`config.mk`:
```
export PLATFORM = sky130hd
export DESIGN_NAME = serial_adder
export DESIGN_NICKNAME = d
export VERILOG_FILES = /design/src/rtl/serial_adder_pkg.sv /design/src/rtl/serial_adder_full_adder_bit.sv /design/src/rtl/serial_adder.sv
export SDC_FILE = /design/constraint.sdc
export NUM_CORES = 1
export LEC_CHECK = 0
export CAP_MARGIN = 30
export CORE_ASPECT_RATIO = 0.8
export CORE_UTILIZATION = 25
export DETAILED_ROUTE_END_ITERATION = 16
export PLACE_DENSITY = 0.56
export SLEW_MARGIN = 5
export SYNTH_ARGS = -nofsm -noshare
export SYNTH_HDL_FRONTEND = slang
export SYNTH_SLANG_ARGS = --single-unit
```
`constraint.sdc`:
```
create_clock -name clk -period 1.7 [get_ports clk]
set_input_delay 0.34 -clock clk [delete_from_list [all_inputs] [get_ports clk]]
set_output_delay 0.34 -clock clk [all_outputs]
set_load 0.005 [all_outputs]
```
`src/rtl/serial_adder_pkg.sv`:
```
// Shared types and helpers for the bit-serial adder.
// Optional signed-overflow output is enabled by SERIAL_ADDER_OVF_EN.
package serial_adder_pkg;

    typedef enum logic [1:0] {
        IDLE = 2'd0,
        RUN  = 2'd1,
        DONE = 2'd2
    } state_t;

    // Bit counter needs at least one bit even for WIDTH=1.
    function automatic int cnt_width(input int w);
        return (w <= 2) ? 1 : $clog2(w);
    endfunction

endpackage

```
`src/rtl/serial_adder_full_adder_bit.sv`:
```
// Single combinational full-adder cell.
// Used once per serial adder; carries ripple through a flip-flop.
module full_adder_bit (
    input  logic x,
    input  logic y,
    input  logic ci,
    output logic s,
    output logic co
);

    assign s  = x ^ y ^ ci;
    assign co = (x & y) | (ci & (x ^ y));

endmodule

```
`src/rtl/serial_adder.sv`:
```
// Bit-serial LSB-first adder with valid/ready on both sides.
// Define SERIAL_ADDER_OVF_EN to add the registered signed-overflow output ovf.
module serial_adder
    import serial_adder_pkg::*;
#(
    parameter int WIDTH = 8
) (
    input  logic             clk,
    input  logic             rst,
    input  logic             in_valid,
    output logic             in_ready,
    input  logic [WIDTH-1:0] a,
    input  logic [WIDTH-1:0] b,
    input  logic             cin,
    output logic             out_valid,
    input  logic             out_ready,
    output logic [WIDTH-1:0] sum,
    output logic             cout
`ifdef SERIAL_ADDER_OVF_EN
    ,
    output logic             ovf
`endif
);

    localparam int CW = cnt_width(WIDTH);

    state_t           state;
    state_t           state_nx;
    logic [WIDTH-1:0] a_sr;
    logic [WIDTH-1:0] b_sr;
    logic [WIDTH-1:0] sum_sr;
    logic [WIDTH-1:0] sum_nx;
    logic             carry;
    logic [CW-1:0]    cnt;
    logic             s;
    logic             c;
    logic             accept;
    logic             last;

    full_adder_bit u_fa (
        .x  (a_sr[0]),
        .y  (b_sr[0]),
        .ci (carry),
        .s  (s),
        .co (c)
    );

    always_comb begin
        state_nx  = state;
        in_ready  = 1'b0;
        out_valid = 1'b0;
        accept    = 1'b0;
        last      = (cnt == CW'(WIDTH - 1));
        // New sum bit enters at the MSB so the LSB lands at bit 0 after WIDTH shifts.
        sum_nx    = (sum_sr >> 1) | (WIDTH'(s) << (WIDTH - 1));
        unique case (state)
            IDLE: begin
                in_ready = 1'b1;
                if (in_valid) begin
                    accept   = 1'b1;
                    state_nx = RUN;
                end
            end
            RUN: begin
                if (last) state_nx = DONE;
            end
            DONE: begin
                out_valid = 1'b1;
                if (out_ready) state_nx = IDLE;
            end
            default: state_nx = IDLE;
        endcase
    end

    always_ff @(posedge clk) begin
        if (rst) begin
            state  <= IDLE;
            a_sr   <= '0;
            b_sr   <= '0;
            sum_sr <= '0;
            carry  <= 1'b0;
            cnt    <= '0;
            sum    <= '0;
            cout   <= 1'b0;
`ifdef SERIAL_ADDER_OVF_EN
            ovf    <= 1'b0;
`endif
        end else begin
            state <= state_nx;
            if (accept) begin
                a_sr  <= a;
                b_sr  <= b;
                carry <= cin;
                cnt   <= '0;
            end else if (state == RUN) begin
                a_sr   <= a_sr >> 1;
                b_sr   <= b_sr >> 1;
                sum_sr <= sum_nx;
                carry  <= c;
                cnt    <= cnt + 1'b1;
                if (last) begin
                    sum  <= sum_nx;
                    cout <= c;
`ifdef SERIAL_ADDER_OVF_EN
                    // carry still holds the carry into the MSB here.
                    ovf  <= carry ^ c;
`endif
                end
            end
        end
    end

endmodule

```
==> results of run 1 <==
==> worst max-delay path, cell delays in order, from the launching register on <==
cell             delay (ps)
dfxtp_4                 390
nor2b_4                 120
clkdlybuf4s50_1         490
==> where the power goes <==
| group | total, mW | internal [mW] | switching [mW] | leakage (nW) |
|---|---|---|---|---|
| registers | 0.967 | 0.934 | 0.0328 | 0.311 |
| logic | 0.257 | 0.133 | 0.124 | 0.398 |
| clock network | 0.632 | 0.327 | 0.305 | 0.0482 |
| total | 1.86 | 1.39 | 0.462 | 0.758 |
==> registers in the layout (all words and copies together) (netlist names) <==
name	count
sum	8
carry	1
a_sr	8
sum_sr	7
b_sr	8
cout	1
cnt	3
state	2
==> synthesized netlist by cell type, drive strengths merged, types with 3 or more instances <==
| master | n |
|---|---|
| a211oi | 12 |
| a21oi | 35 |
| buf | 12 |
| clkbuf | 4 |
| dfxtp | 38 |
| inv | 3 |
| nand2 | 37 |
| nand3 | 11 |
| nor2 | 16 |
| nor3 | 3 |
| o221a | 3 |
==> layer usage <==
| metal | global-route usage | up-vias |
|---|---|---|
| li1 | - | 716 |
| met3 | 0.0321 | 5 |
| met1 | 0.152 | 633 |
| met4 | 0.0417 | 0 |
| met2 | 0.182 | 23 |
| met5 | 0 | - |
==> cells by family after synthesis <==
logic type / count (synthesis) / share of synthesized area
buffers and inverters: 19 / 0.0699
multiplexers: 2 / 0.0124
adder cells (fa/ha/maj): 3 / 0.0280
XOR/XNOR: 1 / 0.00544
AO/OA/AOI/OAI: 53 / 0.201
flip-flops: 38 / 0.472
AND/OR/NAND/NOR: 75 / 0.211
==> per-stage QoR <==
stage | setup slack (ps) | cell area, um2 | setup TNS (ps) | utilization | power [mW]
detailed placement | -5.24 | 2020 | -7.45 | 0.333 | 1.24
finish | 68.2 | 2130 | 0 | 0.350 | 1.86
floorplan | 401 | 1610 | 0 | - | 1.14
global route | 2.20 | 2130 | 0 | 0.350 | 1.95
global placement | 4.26 | 2020 | 0 | 0.333 | 1.24
CTS | 25.4 | 2120 | 0 | 0.349 | 1.88
==> layout make-up <==
type,count,area share
Tap cell,81,0.0477
Clock inverter,1,0.00235
Multi-Input combinational cell,134,0.351
Inverter,3,0.00530
Timing Repair Buffer,41,0.193
Sequential cell,38,0.360
Clock buffer,7,0.0406
==> what timing repair did <==
action	in CTS	in global routing
setup endpoints to repair	2	2
hold buffers	0	0
gates resized for setup	2	2
pin swaps	0	0
==> worst paths after layout <==
check | slack (ps) | cells after the start | to
hold reg to reg | 460 | 2 | sum[0]$_SDFFE_PP0P_
hold / removal | 460 | 2 | sum[0]$_SDFFE_PP0P_
setup / recovery | 70 | 2 | out_valid
setup reg to reg | 320 | 5 | b_sr[3]$_SDFFE_PP0P_
==> flow_metrics.tcl, run 1 <==
set metrics [dict create \
    status "completed" \
    post-synth-top-area-fraction 0.472 \
    vias_per_cell 4.51 \
    maxUsedRoutingLayer "met4" \
    die_y_um 73.8 \
    fillers 648 \
    drc 0 \
    layout-drive-gt1-share 0.112 \
    ys_ff_latch 38 \
    fin_skew_ps 5.18 \
    cp.arrival_ps 1290 \
    route.met2.wl_um 1520 \
    worst_setup_path_end_kind "output pin" \
    syn-mean-instance-area_um2 8.43 \
    place_inst 297 \
    nNetsFinal 247 \
    final_cell_mix "nand2_1, dfxtp_1, a21oi_1" \
    grtUsageTotal 0.115 \
    cellPowerDensity_nw_per_um2 873 \
    r2r_start "state[1]$_SDFFE_PP0P_" \
    cts.sinks 38 \
    pin_count 32 \
    ys.flop_type "dfxtp_1" \
    clock_latency_ps 290 \
    power.leakage_nw 0.758 \
    drt-initial-drc-count 57 \
    cts_tree "yes" \
    cts_buffer_depth 2 \
    min_period_ps 1630 \
    grt_max_degree 39 \
    hpwl_um 2310 \
    cts_setup_buffers 0 \
    ys_types 27 \
    port_buffers 31 \
    root_buffer "clkbuf_8" \
    yosysSeqAreaShare 0.472 \
    ys_top_cells_by_area "dfxtp_1, a21oi_1, nand2_1" \
    hold_violations 0 \
    htree_levels 2 \
    numCtsBuffers 5 \
    max_cap_violations 0 \
    synth_largest_area_cell "dfxtp_1" \
    cp-startpoint "state[0]$_SDFFE_PP0P_" \
    drt-met1-wl_um 1860 \
    gp_congestion 0.715 \
    grt_overflow_total 0 \
    first_pass_iters 4 \
    crit_type "reg2out" \
    rsz0062_at_grt "false" \
    wl_per_cell_um 11.7 \
    syn-cell-area_um2 1610 \
    crit_fanout 10 \
    start_kind "flip-flop" \
    tightest_slew_ps 412 \
    die_w_um 91.7 \
    grt_pass1_vias 1346 \
    hold-worst-slack_ps 456 \
    hold_class "reg2reg" \
    area_growth_pct 32.0 \
    clk_pin_slew_ps 70 \
    slew_violations 0 \
    synth_nets 215 \
    antenna_found_initial 0 \
    core_um2 6070 \
    period_share 0.960 \
    final_cells 305 \
    grt_pass1_wl_um 6170 \
    die_area_um2 6770 \
    routed_wl_um 3560 \
    synth-async-reset-ratio 0 \
    regArea_um2 764 \
    ant_nets 0 \
    antennaDiodeCount 0 \
    relSlewSlack 0.724 \
    vdd_drop_max_uv 273 \
    wl_met3_um 138 \
    route.vias.total 1377 \
    critPathRequiredTime_ps 1360 \
    synth_edf_count 0 \
    synthCells 191 \
    setup_violations 0 \
    hp-start "sum[0]$_SDFFE_PP0P_" \
    multi_input_area_um2 747 \
    initial_core_util 0.265 \
    fmax_ghz 0.613 \
    yosysWarnings 0 \
    rows 25 \
]
(Power assumes the default switching activity.)
==> inputs of run 2 (changes only) <==
Settings changed: CAP_MARGIN 30 to 20.
Clock period 1.7 ns to 1.8 ns, I/O delays scaled along.
==> run 2 against run 1 <==
  * Clock power fell by 13%
  * Clock skew decreased by 2.7 ps
  * Highest routed layer unchanged
  * Hold slack gained 1.1 ps
  * Power fell by 8.2%
  * Register-to-register slack improved by 130 ps
  * Routed wire length is 1.9% lower
  * Clock-buffer cell count shrank 2
  * Critical endpoint unchanged
  * Largest power group unchanged
  * Design area shrank 1.0%
  * Flip-flop and latch count unchanged
  * Utilization down 0.35 points
  * First-iteration DRC count increased by 5.3%
==> flow_metrics.tcl, run 2 (synthesized netlist as in run 1, its figures left out) <==
set metrics [dict create \
    tightest_slew_ps 397 \
    crit_family "buffers and inverters" \
    final_cell_mix "nand2_1, dfxtp_1, a21oi_1" \
    cts.sinks 38 \
    slew_violations 0 \
    layout-drive-gt1-share 0.112 \
    reg_top3 "a_sr x8, b_sr x8, sum x8" \
    grtUsageTotal 0.113 \
    clk_pin_slew_ps 70 \
    core_um2 6070 \
    cts_resized 0 \
    cts_hold_buf 0 \
    cp.arrival_ps 1350 \
    crit_fanout 10 \
    fmax_ghz 0.585 \
    place_inst 297 \
    max_cap_violations 0 \
    antenna_found_initial 0 \
    wl_per_cell_um 11.5 \
    grt_pass1_vias 1293 \
    ant_nets 0 \
    critPathRequiredTime_ps 1440 \
    grtUsageMet1 0.152 \
    cellPowerDensity_nw_per_um2 809 \
    relSlewSlack 0.735 \
    cts_setup_buffers 0 \
    grt_max_degree 39 \
    busiest_layer "met2" \
    start_kind "flip-flop" \
    path_cells "nor2b_1 -> clkdlybuf4s50_1" \
    met3_usage 0.0362 \
    slowest_stage "clkdlybuf4s50_1" \
    vdd_drop_max_uv 223 \
    status "completed" \
    final_cells 304 \
    crit_type "reg2out" \
    rsz0062_at_grt "false" \
    die_area_um2 6770 \
    initial_core_util 0.265 \
    crit_buf_inv 1 \
    die_y_um 73.8 \
    fin_ws_ps 91.5 \
    numCtsBuffers 5 \
    power.leakage_nw 0.753 \
    clock_latency_ps 290 \
    routed_wl_um 3490 \
    vias_per_cell 4.47 \
    min_period_ps 1710 \
    dp_worst_setup_slack_ps 88.1 \
    first_pass_iters 4 \
    mostFrequentLayoutCell "nand2_1" \
    power_mw 1.70 \
    hold-worst-slack_ps 457 \
    pin_count 32 \
    period_share 0.949 \
    port_buffers 31 \
    cts_buffer_depth 2 \
    area_growth_pct 30.7 \
    hold_violations 0 \
    grt_overflow_total 0 \
    hpwl_um 2260 \
    fin_skew_ps 2.45 \
    gp_congestion 0.746 \
    final_area_um2 2100 \
    worst_setup_path_end_kind "output pin" \
    setup_violations 0 \
    route.vias.total 1360 \
    post_dp_cell_area_um2 2020 \
    drc 0 \
    hold_class "reg2reg" \
    rows 25 \
    cts_tree "yes" \
    setup-tns-final_ps 0 \
    nNetsFinal 247 \
    fin_util 0.347 \
    htree_levels 2 \
    drt-initial-drc-count 60 \
    grt_pass1_wl_um 5950 \
    die_w_um 91.7 \
    antennaDiodeCount 0 \
    cpPeakStageDelay_ps 520 \
    root_buffer "clkbuf_8" \
    met2_usage 0.165 \
]
## run 2: cell types whose count changed in the layout (fill, tap and decap cells not counted), sizes merged
cell / change
clkbuf: -2
clkinv: +1
## run 2: metal layers
| metal | vias up | routed length (um) |
|---|---|---|
| met5 | - | 0 |
| met4 | 0 | 53 |
| met3 | 7 | 181 |
| met2 | 30 | 1430 |
| li1 | 715 | - |
| met1 | 608 | 1820 |
## run 2: tightest hold or removal path: stages (launching register included)
cell     delay (ps)
dfxtp_1         310
nand2_1          50
a21oi_1          50
## run 2: worst paths after layout
| check | start | end | slack, ps | cells past startpoint |
|---|---|---|---|---|
| setup / recovery | state[0]$_SDFFE_PP0P_ | out_valid | 90 | 2 |
| hold / removal | sum[1]$_SDFFE_PP0P_ | sum[1]$_SDFFE_PP0P_ | 460 | 2 |
| setup reg to reg | cnt[0]$_SDFFE_PP0N_ | sum[5]$_SDFFE_PP0P_ | 450 | 5 |
| hold reg to reg | sum[1]$_SDFFE_PP0P_ | sum[1]$_SDFFE_PP0P_ | 460 | 2 |
## run 2: final cells by class
cell class	instances	area [um2]
clock buffer	5	68.8
multi-input combinational	134	739
fill	646	3960
timing repair buffer	41	410
clock inverter	2	10.0
sequential	38	763
tap	81	101
inverter	3	11.3
## run 2: power by group
part	switching (mW)	internal (mW)
Clock	0.290	0.260
Combinational	0.115	0.125
Sequential	0.0300	0.883
==> inputs of run 3 (changes only) <==
Settings changed: REMOVE_ABC_BUFFERS from default to 1.
==> run 3 against run 2 <==
  * Hold slack worse by 1.7 ps
  * Design area is 0.95% higher
  * First-iteration DRC count stayed put
  * Largest cell class unchanged
  * Routed wire length is 1.0% higher
  * Maximum frequency is 1.2% higher
  * Critical endpoint unchanged
  * Clock skew is 3.5 ps higher
==> flow_metrics.tcl, run 3 (synthesized netlist as in run 1, its figures left out) <==
set metrics [dict create \
    min_period_ps 1690 \
    cp-startpoint "state[0]$_SDFFE_PP0P_" \
    r2r_end "sum[6]$_SDFFE_PP0P_" \
    die_w_um 91.7 \
    worst_setup_path_end_kind "output pin" \
    crit_type "reg2out" \
    hold_violations 0 \
    rows 25 \
    cts_hold_buf 0 \
    critPathRequiredTime_ps 1440 \
    final_area_um2 2120 \
    cts_buffer_depth 2 \
    numCtsBuffers 5 \
    drt-initial-drc-count 60 \
    htree_levels 2 \
    antennaDiodeCount 0 \
    fin_skew_ps 5.99 \
    rsz0062_at_grt "false" \
    vdd_drop_max_uv 293 \
    fillers 650 \
    first_pass_iters 4 \
    max_cap_violations 0 \
    setup_violations 0 \
    regArea_um2 762 \
    hpwl_um 2240 \
    grtUsageTotal 0.115 \
    final_cell_mix "nand2_1, dfxtp_1, a21oi_1" \
    grt_overflow_total 0 \
    route.vias.total 1366 \
    final_cells 305 \
    r2r_start "cnt[0]$_SDFFE_PP0N_" \
    place_inst 297 \
    reg_top3 "a_sr x8, b_sr x8, sum x8" \
    die_area_um2 6770 \
    crit_fanout 10 \
    dp_worst_setup_slack_ps 81.0 \
    pin_count 32 \
    grt_pass1_vias 1296 \
    power.leakage_nw 0.761 \
    min_to "sum[3]$_SDFFE_PP0P_" \
    drc 0 \
    fin_ws_ps 111 \
    vias_per_cell 4.48 \
    tightest_slew_ps 425 \
    multi_input_area_um2 742 \
    wl_per_cell_um 11.6 \
    period_share 0.938 \
    nNetsFinal 247 \
    root_buffer "clkbuf_8" \
    hold_class "reg2reg" \
    cellPowerDensity_nw_per_um2 833 \
    hold_depth 2 \
    area_growth_pct 31.9 \
    regToRegSetupSlack_ps 430 \
    relSlewSlack 0.716 \
    clk_pin_slew_ps 80 \
    cts_tree "yes" \
    hp-start "sum[3]$_SDFFE_PP0P_" \
    grt_max_degree 39 \
    gp_congestion 0.724 \
    hold-worst-slack_ps 455 \
    slew_violations 0 \
    die_y_um 73.8 \
    cts.sinks 38 \
    routed_wl_um 3530 \
    start_kind "flip-flop" \
    cp.arrival_ps 1330 \
    ant_nets 0 \
    fmax_ghz 0.592 \
    port_buffers 31 \
    layout-drive-gt1-share 0.116 \
    post_dp_cell_area_um2 2020 \
    antenna_found_initial 0 \
    core_um2 6070 \
    status "completed" \
    worstRegToRegCells 5 \
    grt_pass1_wl_um 6030 \
    initial_core_util 0.265 \
    clock_latency_ps 300 \
]
==> run 3: worst max-delay path, cell delays in order (launching register included) <==
cell and delay [ps]:
dfxtp_2 390, nor2b_2 140, clkdlybuf4s50_1 500
==> run 3: worst max path at each step <==
| stage | to | slack, ps | cells after the start |
|---|---|---|---|
| global route | out_valid | 30 | 2 |
| floorplan | a_sr[6]$_SDFFE_PP0P_ | -210 | 3 |
| detailed placement | b_sr[5]$_SDFFE_PP0P_ | 80 | 5 |
| global placement | a_sr[1]$_SDFFE_PP0P_ | 90 | 5 |
| CTS | in_ready | 60 | 3 |
| finish | out_valid | 110 | 2 |
==> run 3: final cells by class <==
type,count,area share
Multi-Input combinational cell,134,0.349
Timing Repair Buffer,41,0.194
Sequential cell,38,0.359
Clock buffer,6,0.0389
Tap cell,81,0.0477
Inverter,3,0.00530
Clock inverter,2,0.00589
==> run 3: power breakdown <==
part,internal (mW),switching [mW]
Combinational,0.124,0.114
Sequential,0.882,0.0316
Clock,0.308,0.311
Total,1.31,0.456
==> run 3: metrics by stage <==
| step | util | setup TNS, ps | power (mW) |
|---|---|---|---|
| floorplan | - | -3100 | 1.04 |
| global placement | 0.333 | 0 | 1.17 |
| detailed placement | 0.333 | 0 | 1.17 |
| CTS | 0.349 | 0 | 1.80 |
| global route | 0.350 | 0 | 1.85 |
| finish | 0.350 | 0 | 1.77 |
==> run 3: timing repair <==
item / CTS / global route
setup buffers: 0 / 0
endpoints found under the hold margin: 0 / 0
gates resized for setup: 1 / 2
setup endpoints to repair: 1 / 2
pin swaps: 0 / 0
==> run 3: routing by layer <==
metal | up-vias | track usage | wire (um)
met4 | 0 | 0.0521 | 71
met3 | 7 | 0.0362 | 187
met5 | - | 0 | 0
li1 | 717 | - | -
met2 | 31 | 0.193 | 1540
met1 | 611 | 0.137 | 1730
==> RTL edit 1 (settings of run 3) <==
Build with the macro `SERIAL_ADDER_OVF_EN` defined.
--- a/src/rtl/serial_adder.sv
+++ b/src/rtl/serial_adder.sv
@@ -1,5 +1,7 @@
 // Bit-serial LSB-first adder with valid/ready on both sides.
 // Define SERIAL_ADDER_OVF_EN to add the registered signed-overflow output ovf.
+`define SERIAL_ADDER_OVF_EN
+
 module serial_adder
     import serial_adder_pkg::*;
 #(
Behaviour (old outputs only; new: ovf): unchanged (equiv_simple and equiv_induct, registers matched by name and starting in step).
==> RTL edit 1 against run 3 <==
Sequential cell count up 1. Worst setup slack worse by 0.051 ns. Final area up 2.8%. Power up 0.35%. Routed wire length up 1.7%. Critical path depth up 1. Sequential share of layout area down 0.11 points. Synthesized area up 4.0%. Core utilization down 1.1 points.
==> RTL edit 1: results (changes against run 3) <==
Placed design
  – Dpl hpwl: 2360 um (+5.3%)
  – GPL Wtd Cong: 0.725 (about the same)
  – Dpl ws: 0.0544 ns (-0.0266 ns)
  – I/O Buffers: 32 (+3.2%)
  – Placed cells: 305 (+2.7%)

Synthesis
  – Mux share of post-synthesis cell area: 1.20% (-0.047 points)
  – Sequential fraction of the synthesis area: 46.6% (-0.60 points)
  – Top cells by count, synth: nand2_1, dfxtp_1, a21oi_1
  – Post-Syn Instances: 195 (+2.1%)
  – Synth Area in XOR/XNOR: 1.05% (+0.50 points)
  – Largest family of logic cells by synthesized area: compound AO/OA/AOI/OAI gates
  – Adder-Cell Fraction of Synth Area: 2.69% (-0.11 points)

Drt
  – DR WL/cell: 11.5 um (-0.93%)
  – Final WL: 3590 um (+1.7%)
  – Vias per inst: 4.43 (-0.99%)
  – Iter 0 DRT Violations: 41 (-32%)

Clock network
  – PostCTS Resize Cnt: 0 (-1)

Finish
  – Layout cell share with drive strength beyond 1: 13.1% (+1.5 points)
  – Fill cells: 690 (+6.2%)

Pwr
  – P_int: 1.31 mW (-0.67%)
  – Lkg Pwr: 0.766 nW (+0.74%)

Worst setup path
  – CP Max Fanout: 12 (+2)
  – Critical path arrival: 1.38 ns (+0.05 ns)

Global route
  – Met3 usage: 3.43% (-0.19 points)
  – GR Util All Layers: 10.9% (-0.60 points)
  – First-pass GRT wire length: 5840 um (-3.2%)
  – Maximum number of pins on one net before global-route repair: 40 (+2.6%)
  – Met1 usage: 14.1% (+0.43 points)
  – Vias in the first global route: 1278 (-1.4%)

Timing
  – Clk_skew: 0.00870 ns (+0.00270 ns)
  – Worst rel slew slack: 73.1% (+1.5 points)

Run status
  – Status: completed
RTL edit 1: final cells by class:
| class | count | area [um2] | share of cell area, % |
|---|---|---|---|
| clock buffer | 5 | 68.8 | 3.15 |
| clock inverter | 3 | 20.0 | 0.917 |
| inverter | 3 | 11.3 | 0.516 |
| multi-input combinational | 138 | 785 | 35.9 |
| sequential | 39 | 781 | 35.8 |
| tap | 84 | 105 | 4.81 |
| timing repair buffer | 41 | 413 | 18.9 |
RTL edit 1: layer usage:
layer,vias to the layer above,routed length (um)
li1,730,-
met1,621,1840
met2,32,1520
met3,5,172
met4,0,46
met5,-,0
RTL edit 1: through the flow:
stage / power, mW / area [um2]
floorplan: 1.08 / 1570
global placement: 1.21 / 2090
detailed placement: 1.21 / 2090
CTS: 1.81 / 2180
global route: 1.87 / 2180
finish: 1.78 / 2180
RTL edit 1: power groups by stage:
| stage | Clock, mW | Combinational, mW | Sequential (mW) |
|---|---|---|---|
| floorplan | 0 | 0.131 | 0.948 |
| global placement | 0 | 0.252 | 0.954 |
| detailed placement | 0 | 0.254 | 0.954 |
| CTS | 0.617 | 0.255 | 0.934 |
| global route | 0.650 | 0.277 | 0.940 |
| finish | 0.592 | 0.250 | 0.934 |
RTL edit 1: final timing paths:
check | start | to | slack (ns) | cells after the start
setup / recovery | state[1] | in_ready | 0.06 | 3
hold / removal | sum[3] | sum[3] | 0.46 | 2
setup reg to reg | cnt[0] | ovf | 0.33 | 5
hold reg to reg | sum[3] | sum[3] | 0.46 | 2
RTL edit 1: worst reg2reg max path: stages (launching register included):
cell,delay (ns)
dfxtp_1,0.36
ha_1,0.16
ha_1,0.19
and3b_1,0.42
nor2_1,0.08
a211oi_1,0.20
==> RTL edit 2 (settings of run 3) <==
Without the edit above. The 3 states of `state_t` get a one-hot encoding in 3 bits.
--- a/src/rtl/serial_adder_pkg.sv
+++ b/src/rtl/serial_adder_pkg.sv
@@ -2,10 +2,10 @@
 // Optional signed-overflow output is enabled by SERIAL_ADDER_OVF_EN.
 package serial_adder_pkg;
 
-    typedef enum logic [1:0] {
-        IDLE = 2'd0,
-        RUN  = 2'd1,
-        DONE = 2'd2
+    typedef enum logic [2:0] {
+        IDLE = 3'b001,
+        RUN  = 3'b010,
+        DONE = 3'b100
     } state_t;
 
     // Bit counter needs at least one bit even for WIDTH=1.
Check against the original RTL: no difference found for any inputs over 10 cycles, from zero or initial values and one cycle with rst high; not proved beyond that.
==> RTL edit 2 against run 3 <==
Sequential cell count grew 1. Final area grew 0.88%. Via count grew 1.0%. Critical path depth shrank 1. Synthesized area grew 1.0%. Core utilization grew 0.13 points. Worst setup slack gained 0.21 ns. Power grew 4.6%. Routed wire length shrank 0.91%. Critical endpoint is now sum[3]. Highest routed layer unchanged.
==> RTL edit 2: results (changes against run 3) <==
Global route
  – GR Util All Layers: 10.9% (-0.65 points)
  – First-pass GRT wire length: 5810 um (-3.7%)
  – Maximum number of pins on one net before global-route repair: 40 (+2.6%)
  – Vias in the first global route: 1207 (-6.9%)

Placed design
  – Placed Area: 2010 um2 (-0.56%)
  – GPL Wtd Cong: 0.675 (-6.7%)
  – Dpl hpwl: 2140 um (-4.4%)

Worst setup path
  – Worst-case reg-to-reg path depth: 6 (+1)
  – Worst Setup SP: sum[3]
  – Critical path arrival: 1.12 ns (-0.21 ns)
  – Worst Setup EP: sum[3]
  – Reg-to-Reg End: cout

Timing
  – Worst rel slew slack: 79.5% (+8.0 points)
  – Clk_skew: 0.00494 ns (-0.00105 ns)

Run status
  – Status: completed

Synthesis
  – Sequential fraction of the synthesis area: 48.0% (+0.76 points)
  – Largest cells by area after synthesis: dfxtp_1, a21oi_1, nand2_1, a22oi_1, nand3_1
  – Top cells by count, synth: dfxtp_1, a21oi_1, nand2_1

Finish
  – Fill cells: 640 (-1.5%)
  – Nets@finish: 236 (-4.5%)

Drt
  – Vias per inst: 4.69 (+4.8%)
  – Iter 0 DRT Violations: 80 (+33%)

Clock network
  – Worst-skew pair later-pin latency: 0.28 ns (-0.02 ns)

Pwr
  – Peak VDD IR: 0.278 mV (-5.3%)
  – Lkg Pwr: 0.753 nW (-1.1%)
-- RTL edit 2: cell count changes after synthesis, moves of 6 or more --
cell / change
a22oi_1: +15
a211oi_1: -12
nor2_1: -14
nand3_1: +6
-- RTL edit 2: logic make-up (layout without fill, tap and decap cells) --
kind of cell	Yosys count	in the layout	synth area share (%)
muxes	2	2	1.23
buffers and inverters	19	49	7.54
AOI/OAI and AO/OA	51	51	18.3
xor gates and xnor gates	1	1	0.539
DFF	39	39	48.0
and+or+nand+nor	68	68	21.6
adders and majority gates	3	3	2.77
-- RTL edit 2: final cells by class --
cell class | count | area share [%]
clock buffers | 6 | 3.85
inverters | 1 | 0.175
clock inverters | 2 | 1.63
repair buffers | 40 | 19.0
well taps | 81 | 4.73
multi-input cells | 125 | 34.0
flip-flops and latches | 39 | 36.6
-- RTL edit 2: repair_timing --
item,4_1_cts,5_1_grt
cloned,0,0
setup endpoints to repair,2,2
gates resized for setup,2,3
-- RTL edit 2: worst min-delay path by stage --
| stage | slack [ns] | from | cells after the start | end |
|---|---|---|---|---|
| after floorplan | 0.43 | sum_sr[1] | 2 | sum[0] |
| after global placement | 0.44 | sum_sr[1] | 2 | sum[0] |
| after detailed placement | 0.45 | sum[1] | 2 | sum[1] |
| after CTS | 0.46 | sum[1] | 2 | sum[1] |
| after global routing | 0.47 | sum[4] | 2 | sum[4] |
| final | 0.45 | sum[1] | 2 | sum[1] |
-- RTL edit 2: stage by stage --
stage                     hold slack [ns]  power (mW)  setup WS (ns)  utilization [%]  std cells
after floorplan                     0.426        1.01         0.0560                -        165
after global placement              0.441        1.12          0.225             33.0        286
after detailed placement            0.445        1.12          0.223             33.0        286
after CTS                           0.456        1.88         0.0219             35.0        294
after global routing                0.473        1.94          0.124             35.1        294
final                               0.453        1.85          0.324             35.1        294
-- RTL edit 2: where the power goes --
group	switching [mW]	internal (mW)	total (mW)
combinational	0.0849	0.0992	0.184
sequential	0.0208	0.892	0.913
clock	0.305	0.449	0.754
-- RTL edit 2: per-layer routing --
layer | track usage, % | wire length [um] | vias up
met1 | 13.9 | 1700 | 638
li1 | - | - | 702
met3 | 3.37 | 171 | 2
met2 | 17.8 | 1610 | 38
met4 | 3.13 | 13 | 0
met5 | 0 | 0 | -
